## config.mk

```make
export PLATFORM = sky130hd
export DESIGN_NAME = c3lib_rstseq_ctrl
export DESIGN_NICKNAME = d
export VERILOG_FILES = /design/src/rtl/c3lib_rstseq_pkg.sv /design/src/rtl/c3lib_rstseq_cnt.sv /design/src/rtl/c3lib_rstseq_ctrl.sv
export SDC_FILE = /design/constraint.sdc
export NUM_CORES = 1
export LEC_CHECK = 0
export ABC_CLOCK_PERIOD_IN_PS = 2690
export CORE_MARGIN = 1.5
export CORE_UTILIZATION = 38
export DETAILED_ROUTE_END_ITERATION = 12
export PLACE_DENSITY = 0.57
export SLEW_MARGIN = 25
export SYNTH_ARGS = -nofsm -noshare
export SYNTH_HDL_FRONTEND = slang
export SYNTH_SLANG_ARGS = --single-unit
export TNS_END_PERCENT = 30
```

## constraint.sdc

```tcl
create_clock -name clk -period 2.69 [get_ports clk]
set_clock_uncertainty 0.2 [all_clocks]
set_input_delay 0.269 -clock clk [delete_from_list [all_inputs] [get_ports clk]]
set_output_delay 0.269 -clock clk [all_outputs]
set_load 0.02 [all_outputs]
```

## src/rtl/c3lib_rstseq_pkg.sv

```systemverilog
// Shared types and helpers for the reset sequencer.
//   rstseq_state_e : sequencer FSM state encoding
//   tmo_width()    : bits needed to count 0 .. cycles-1 ack-wait cycles
package c3lib_rstseq_pkg;

  typedef enum logic [2:0] {
    StIdle    = 3'd0,
    StDelay   = 3'd1,
    StWaitAck = 3'd2,
    StDone    = 3'd3,
    StErr     = 3'd4
  } rstseq_state_e;

  function automatic int unsigned tmo_width(input int unsigned cycles);
    return (cycles < 2) ? 1 : $clog2(cycles);
  endfunction

endpackage

```

## src/rtl/c3lib_rstseq_cnt.sv

```systemverilog
// Loadable down-counter used for the pre-release delay of each stage.
//   clk      : clock
//   rst_n    : asynchronous active-low reset (counter clears to 0)
//   load     : load load_val on the next edge (takes priority over counting)
//   load_val : value to load
//   zero     : counter currently holds 0
// The counter decrements every cycle while nonzero, so after a load of N it
// reads 0 exactly N edges later.
module c3lib_rstseq_cnt #(
  parameter int unsigned CNT_WIDTH = 8
) (
  input  logic                 clk,
  input  logic                 rst_n,
  input  logic                 load,
  input  logic [CNT_WIDTH-1:0] load_val,
  output logic                 zero
);

  localparam logic [CNT_WIDTH-1:0] CntOne = CNT_WIDTH'(1);

  logic [CNT_WIDTH-1:0] cnt_q;

  always_ff @(posedge clk or negedge rst_n) begin
    if (!rst_n) begin
      cnt_q <= '0;
    end else if (load) begin
      cnt_q <= load_val;
    end else if (cnt_q != '0) begin
      cnt_q <= cnt_q - CntOne;
    end
  end

  assign zero = (cnt_q == '0);

endmodule

```

## src/rtl/c3lib_rstseq_ctrl.sv

```systemverilog
// Ordered reset-release sequencer for NUM_STAGES reset domains.
//   clk             : clock
//   rst_n           : asynchronous active-low reset
//   seq_start       : level request; high releases domains in order, low holds all in reset
//   dly_cfg         : per-stage pre-release delay in cycles (sampled at counter load)
//   stage_ack       : per-domain "out of reset" acknowledge
//   stage_rst_n_out : registered active-low reset per domain, thermometer-coded from bit 0
//   seq_busy        : sequence in progress (delaying or waiting for ack)
//   seq_done        : all domains released and acknowledged
//   seq_err         : ack timeout; all domains held in reset until seq_start drops
module c3lib_rstseq_ctrl
  import c3lib_rstseq_pkg::*;
#(
  parameter int unsigned NUM_STAGES = 4,
  parameter int unsigned CNT_WIDTH  = 8,
  parameter int unsigned TMO_CYCLES = 1024
) (
  input  logic                  clk,
  input  logic                  rst_n,
  input  logic                  seq_start,
  input  logic [CNT_WIDTH-1:0]  dly_cfg,
  input  logic [NUM_STAGES-1:0] stage_ack,
  output logic [NUM_STAGES-1:0] stage_rst_n_out,
  output logic                  seq_busy,
  output logic                  seq_done,
  output logic                  seq_err
);

  localparam int unsigned IdxW = $clog2(NUM_STAGES);
  localparam int unsigned TmoW = tmo_width(TMO_CYCLES);

  localparam logic [IdxW-1:0] IdxLast = IdxW'(NUM_STAGES - 1);
  localparam logic [IdxW-1:0] IdxOne  = IdxW'(1);
  localparam logic [TmoW-1:0] TmoLast = TmoW'(TMO_CYCLES - 1);
  localparam logic [TmoW-1:0] TmoOne  = TmoW'(1);

  rstseq_state_e         state_q;
  logic [IdxW-1:0]       idx_q;
  logic [TmoW-1:0]       tmo_q;
  logic [NUM_STAGES-1:0] stage_q;
  logic                  busy_q;
  logic                  done_q;
  logic                  err_q;

  logic cnt_load;
  logic cnt_zero;
  logic cur_ack;

  assign cur_ack = stage_ack[idx_q];

  // Reload the delay whenever a new stage enters DELAY.
  assign cnt_load = seq_start &&
                    ((state_q == StIdle) || ((state_q == StWaitAck) && cur_ack));

  c3lib_rstseq_cnt #(
    .CNT_WIDTH (CNT_WIDTH)
  ) u_dly_cnt (
    .clk      (clk),
    .rst_n    (rst_n),
    .load     (cnt_load),
    .load_val (dly_cfg),
    .zero     (cnt_zero)
  );

  always_ff @(posedge clk or negedge rst_n) begin
    if (!rst_n) begin
      state_q <= StIdle;
      idx_q   <= '0;
      tmo_q   <= '0;
      stage_q <= '0;
      busy_q  <= 1'b0;
      done_q  <= 1'b0;
      err_q   <= 1'b0;
    end else if (!seq_start) begin
      // Abort overrides every other transition.
      state_q <= StIdle;
      idx_q   <= '0;
      tmo_q   <= '0;
      stage_q <= '0;
      busy_q  <= 1'b0;
      done_q  <= 1'b0;
      err_q   <= 1'b0;
    end else begin
      case (state_q)
        StIdle: begin
          state_q <= StDelay;
          idx_q   <= '0;
          busy_q  <= 1'b1;
        end
        StDelay: begin
          if (cnt_zero) begin
            stage_q[idx_q] <= 1'b1;
            tmo_q          <= '0;
            state_q        <= StWaitAck;
          end
        end
        StWaitAck: begin
          // Ack is checked first so it wins over a coincident timeout.
          if (cur_ack) begin
            if (idx_q == IdxLast) begin
              state_q <= StDone;
              busy_q  <= 1'b0;
              done_q  <= 1'b1;
            end else begin
              idx_q   <= idx_q + IdxOne;
              state_q <= StDelay;
            end
          end else if (tmo_q == TmoLast) begin
            state_q <= StErr;
            stage_q <= '0;
            busy_q  <= 1'b0;
            err_q   <= 1'b1;
          end else begin
            tmo_q <= tmo_q + TmoOne;
          end
        end
        StDone: begin
        end
        StErr: begin
        end
        default: begin
          state_q <= StIdle;
          stage_q <= '0;
          busy_q  <= 1'b0;
          done_q  <= 1'b0;
          err_q   <= 1'b0;
        end
      endcase
    end
  end

  assign stage_rst_n_out = stage_q;
  assign seq_busy        = busy_q;
  assign seq_done        = done_q;
  assign seq_err         = err_q;

endmodule

```

==> reports/qor.yml, run 1 <==
outcome:
  status: "completed"
die:
  chipWidth_um: 71.38
  rows: 24
  die-area_um2: 5094
  pin_count: 22
  initial_core_util: 0.4025
  core_area_um2: 4414
  die_h_um: 71.38
global_routing:
  grt_pass1_vias: 1577
  gr-total-overflow: 0
  grt_pass1_wl_um: 7210
  grt_max_degree: 31
  antenna_found_initial: 0
  grt.total_usage: 0.1787
timing:
  whs_ps: 188.9
  rsz0062_at_grt: "no"
  clock.fmax_mhz: 412.9
  fin_tns_setup_ps: 0
  worst_pin_slew_ps: 627.8
  hold_viol: 0
  slew_viol_final: 0
  setup_viol: 0
  fin_crit_sh: 0.9003
  maxSlewHeadroom: 0.5795
  period_minus_slack_ps: 2422
place:
  port-buffer-count: 21
  dp_cells: 271
  dpl.hpwl_um: 3113
  gp_congestion: 0.7718
synth:
  yosys_most_used_dff: "dfrtp_1"
  synth_warnings: 0
  synth_area_um2: 1777
  synth_top_area_frac: 0.4225
  ys_types: 47
  synth_edf_count: 0
  yosys-top-cells-area: "dfrtp_1 (42%), nor2_1 (5.7%), ha_1 (4.9%), nand2_1 (3.6%), a21oi_1 (3.4%)"
  synth_common_cells: "dfrtp_1 (30), nor2_1 (27), nand2_1 (17)"
  ys_seq_area_frac: 0.4225
  ys_ff_latch: 30
  synth_cells: 194
  syn_avg_cell_area_um2: 9.158
  yosysMostFrequentCell: "dfrtp_1"
  netlist.top_cell.by_area: "dfrtp_1"
  async_flop_share: 1.000
  syn-num-nets: 216
clocking:
  post_cts_buffers: 0
  cts_resized: 0
  clkTransAtPathRegs_ps: 60
  cts_root_buffer: "clkbuf_8"
  cts_made_buffers: 5
  cts_htree_levels: 2
  cts.sinks: 30
  clock_path_buffers: 2
  clock_latency_ps: 280
  hold_buffers: 0
  cts_tree: "yes"
setup_path:
  critPathLaunch: "u_dly_cnt.cnt_q[0]"
  cp_top_family: "compound AO/OA/AOI/OAI gates"
  crit_path_start_kind: "flip-flop"
  crit_fanout: 8
  r2r_end: "tmo_q[7]"
  reg2reg_depth: 7
  timing.rr.start: "u_dly_cnt.cnt_q[0]"
  critPathMaxStageDelay_ps: 490
  cp.arrival_ps: 2370
  crit_slowest_cell: "or4b_1"
  critPathCaptureType: "flip-flop"
  path_buf_inv: 1
  rrSetupSlack_ps: 270
  worstPathRequired_ps: 2640
  crit_type: "reg2reg"
  endpoint: "tmo_q[7]"
  cp.depth: 7
  critical_path.cell_chain: "inv_1 -> ha_1 -> or4b_1 -> o41ai_2 -> o21ai_1 -> a21oi_1 -> o21ai_0"
power_and_ir_drop:
  power_density_nw_per_um2: 770.7
  ir_drop_mv: 0.3816
  p_leak_nw: 0.9222
final_layout:
  drive_above_1_share: 0.1057
  seqCellArea_um2: 750.7
  final_cells: 279
  num-fill-cells: 415
  multi_input_area_um2: 975.9
  area.growth.synth_to_final_pct: 23.52
  nets: 248
  antenna_cells: 0
flow_run:
  drv_cap: 0
detailed_routing:
  first_iter_violations: 137
  ant_nets: 0
  wl_um: 4234
  routedWlPerCell_um: 15.18
  drc: 0
  vias_per_cell: 5.495
  num_vias: 1533
  firstDrtPassIters: 4
min_path:
  holdCritPathClass: "in2async"
[metal layers]
layer / up-vias / track usage / share of wire
li1: 773 / - / -
met1: 711 / 0.2309 / 0.46
met2: 45 / 0.2953 / 0.49
met3: 4 / 0.04219 / 0.045
met4: 0 / 0.05870 / 0.0090
met5: - / 0 / 0
[sequential cells by signal (all words and copies together) (netlist names)]
register	cells
seq_err	1
u_dly_cnt.cnt_q	8
idx_q	2
seq_busy	1
stage_rst_n_out	4
seq_done	1
state_q	3
tmo_q	10
[through the flow]
step	instance area [um^2]	power (mW)	setup slack [ps]	util
after floorplan	1777	1.107	507.5	-
after global routing	2195	1.833	39.31	0.4972
after global placement	2103	1.305	255.6	0.4765
final	2195	1.691	268.1	0.4972
after CTS	2195	1.712	274.2	0.4972
after detailed placement	2103	1.328	197.2	0.4765
[worst min-delay path by stage]
stage | to | slack (ps) | cells past startpoint
floorplan | idx_q[0] | -230 | 0
global placement | seq_busy | 290 | 1
detailed placement | seq_busy | 290 | 1
CTS | tmo_q[9] | 210 | 2
global route | tmo_q[9] | 220 | 2
finish | tmo_q[3] | 190 | 2
[final cells by class]
cell class,instances,area share
inverter,7,0.01197
sequential,30,0.3421
timing repair buffer,31,0.1300
multi-input combinational,151,0.4447
tap,52,0.02965
clock inverter,1,0.002281
clock buffer,7,0.03934
[layout by cell type, fill, tap and decap left out, types with 2 or more instances in the layout]
cell	instances
clkdlybuf4s50_1	21
o31ai_1	4
xnor2_1	4
nand4_1	2
nor2b_1	2
or3_1	3
buf_4	10
ha_1	7
a21oi_1	12
nand2_1	17
o21ai_1	3
a22o_1	2
nor3_1	3
a31oi_1	4
inv_1	7
nor2_1	27
nand2b_1	4
and3_1	6
nor4_1	2
dfrtp_1	30
o21ai_0	12
nand3_1	7
mux2i_1	5
clkbuf_8	6
nor3b_1	3
[power by group]
| group | switching (mW) | total [mW] | internal (mW) |
|---|---|---|---|
| Combinational | 0.337 | 0.638 | 0.301 |
| Clock | 0.166 | 0.372 | 0.206 |
| Sequential | 0.127 | 0.681 | 0.554 |
[cell families after synthesis]
family                     share of synthesized area
AOI/OAI and AO/OA                             0.1845
xor gates and xnor gates                     0.01972
adders and majority gates                    0.04929
buffers and inverters                        0.02816
DFF                                           0.4225
muxes                                        0.04085
and+or+nand+nor                               0.2549
(Power assumes the default switching activity.)
==> inputs of run 2 (changes only) <==
CELL_PAD_IN_SITES_DETAIL_PLACEMENT = 1   (was unset)
CELL_PAD_IN_SITES_GLOBAL_PLACEMENT = 2   (was unset)
CORE_UTILIZATION = 34   (was 38)
CTS_CLUSTER_SIZE = 30   (was unset)
GPL_TIMING_DRIVEN = 0   (was unset)
PLACE_DENSITY = 0.78   (was 0.57)
==> run 2 against run 1 <==
Effect of this change: first-iteration DRC count down 62%; register-to-register slack worse by 70 ps; clock power up 2%; utilization down 6.0 points; cell area up 1.1%; largest cell class unchanged; largest power group is now combinational logic.
==> reports/qor.yml, run 2 (synthesized netlist as in run 1, its figures left out) <==
die:
  chipWidth_um: 75.29  # +5.5%
  die-area_um2: 5669  # +11%
  rows: 26  # +8.3%
  pin_count: 22  # unchanged
  core_area_um2: 5075  # +15%
  die_h_um: 75.29  # +5.5%
  initial_core_util: 0.3501  # -0.05240
timing:
  rsz0062_at_grt: "no"
  hold_viol: 0  # unchanged
  clock.fmax_mhz: 402.1  # -2.6%
  maxSlewHeadroom: 0.5749  # -0.004628
  setup_viol: 0  # unchanged
  period_minus_slack_ps: 2487  # +65.06 ps
  fin_crit_sh: 0.9245  # +0.02418
  slew_viol_final: 0  # unchanged
  worst_pin_slew_ps: 636.3  # +8.495 ps
detailed_routing:
  drc: 0  # unchanged
  vias_per_cell: 5.407  # -1.6%
  routedWlPerCell_um: 16.09  # +6.1%
  num_vias: 1595  # +4.0%
  firstDrtPassIters: 4  # unchanged
  ant_nets: 0  # unchanged
  first_iter_violations: 52  # -62%
  wl_um: 4748  # +12%
setup_path:
  crit_path_start_kind: "flip-flop"
  path_buf_inv: 0  # -1
  critPathCaptureType: "flip-flop"
  critPathMaxStageDelay_ps: 650  # +160 ps
  reg2reg_depth: 5  # -2
  critPathLaunch: "idx_q[0]"
  worstPathRequired_ps: 2670  # +30 ps
  timing.rr.start: "idx_q[0]"
  crit_slowest_cell: "mux4_2"
  crit_fanout: 9  # +1
  critical_path.cell_chain: "mux4_2 -> o211a_4 -> nor4_4 -> and2b_2 -> nor2_1"
  cp.arrival_ps: 2460  # +90 ps
  crit_type: "reg2reg"
  cp_top_family: "simple AND/OR/NAND/NOR gates"
  rrSetupSlack_ps: 200  # -70 ps
  r2r_end: "stage_rst_n_out[3]"
place:
  port-buffer-count: 21  # unchanged
  gp_congestion: 0.8145  # +5.5%
  placed_cell_area_um2: 2097  # -0.30%
  dpl.hpwl_um: 3570  # +15%
power_and_ir_drop:
  p_leak_nw: 0.9016  # -2.2%
  ir_drop_mv: 0.4053  # +6.2%
  power_density_nw_per_um2: 770.2  # about the same
  power.total_mw: 1.710  # +1.1%
final_layout:
  drive_above_1_share: 0.09778  # -0.007949
  largest_reg_flops: 10  # unchanged
  area.growth.synth_to_final_pct: 24.93
  num-fill-cells: 607  # +46%
  final_area_um2: 2220  # +1.1%
  nets: 246  # -0.81%
  layout_commonest_cell: "dfrtp_1"
  regMostFlops: "tmo_q"
  final_cell_mix: "dfrtp_1 (29), nor2_1 (27), clkdlybuf4s50_1 (20)"
  antenna_cells: 0  # unchanged
global_routing:
  gr-total-overflow: 0  # unchanged
  grt_pass1_wl_um: 7941  # +10%
  antenna_found_initial: 0  # unchanged
  grt_max_degree: 18  # -42%
  grt.total_usage: 0.1885  # +0.009777
  grt_pass1_vias: 1638  # +3.9%
outcome:
  status: "completed"
clocking:
  clkTransAtPathRegs_ps: 70  # about the same
  cts.sinks: 30  # unchanged
  post_cts_buffers: 0  # unchanged
  cts_made_buffers: 5  # unchanged
  clock_path_buffers: 2  # unchanged
  cts_root_buffer: "clkbuf_8"
  cts_htree_levels: 2  # unchanged
  clock_latency_ps: 280  # about the same
  cts_tree: "yes"
flow_run:
  drv_cap: 0  # unchanged
min_path:
  holdCritPathClass: "in2async"
[run 2: area by class of cell]
class / count / area, um^2 / area share
Sequential cell: 30 / 752.0 / 0.3388
Inverter: 7 / 26.28 / 0.01184
Timing Repair Buffer: 23 / 242.7 / 0.1094
Multi-Input combinational cell: 151 / 994.7 / 0.4481
Buffer: 6 / 25.02 / 0.01127
Tap cell: 70 / 87.58 / 0.03946
Clock buffer: 7 / 86.33 / 0.03890
Clock inverter: 1 / 5.005 / 0.002255
[run 2: worst max-delay path by stage]
stage,cells after the start,slack (ps),to
4_1_cts,5,50,tmo_q[5]
3_5_place_dp,7,-200,tmo_q[7]
6_report,5,200,stage_rst_n_out[3]
5_1_grt,7,30,tmo_q[6]
3_3_place_gp,7,-220,tmo_q[2]
2_1_floorplan,7,510,tmo_q[4]
[run 2: stage by stage]
step	instances	worst slack, ps	hold slack (ps)	setup TNS [ps]	utilization
4_1_cts	295	51.47	253.9	0	0.4332
5_1_grt	295	33.25	266.7	0	0.4374
6_report	295	203.0	257.7	0	0.4374
2_1_floorplan	194	507.5	-226.6	0	-
3_5_place_dp	286	-199.1	14.41	-1035	0.4132
3_3_place_gp	285	-219.2	279.0	-1415	0.4088
[run 2: per-layer routing]
layer  vias to the layer above  GRT usage  routed length, um  share of wire
met3                         8    0.03175                132          0.028
li1                        766          -                  -              -
met1                       798     0.2459               2103           0.44
met2                        23     0.3051               2447           0.52
met5                         -          0                  0              0
met4                         0    0.08929                 65          0.014
[run 2: timing repair]
action / in CTS / in global routing
endpoints found under the hold margin: 13 / 0
setup endpoints to repair: 0 / 11
hold buffers: 1 / 0
gates resized for setup: 0 / 5
[run 2: report_power, final]
part | internal [mW] | switching [mW] | total, mW
clock | 0.206 | 0.173 | 0.379
sequential | 0.554 | 0.0975 | 0.652
combinational | 0.295 | 0.383 | 0.678
total | 1.06 | 0.654 | 1.71
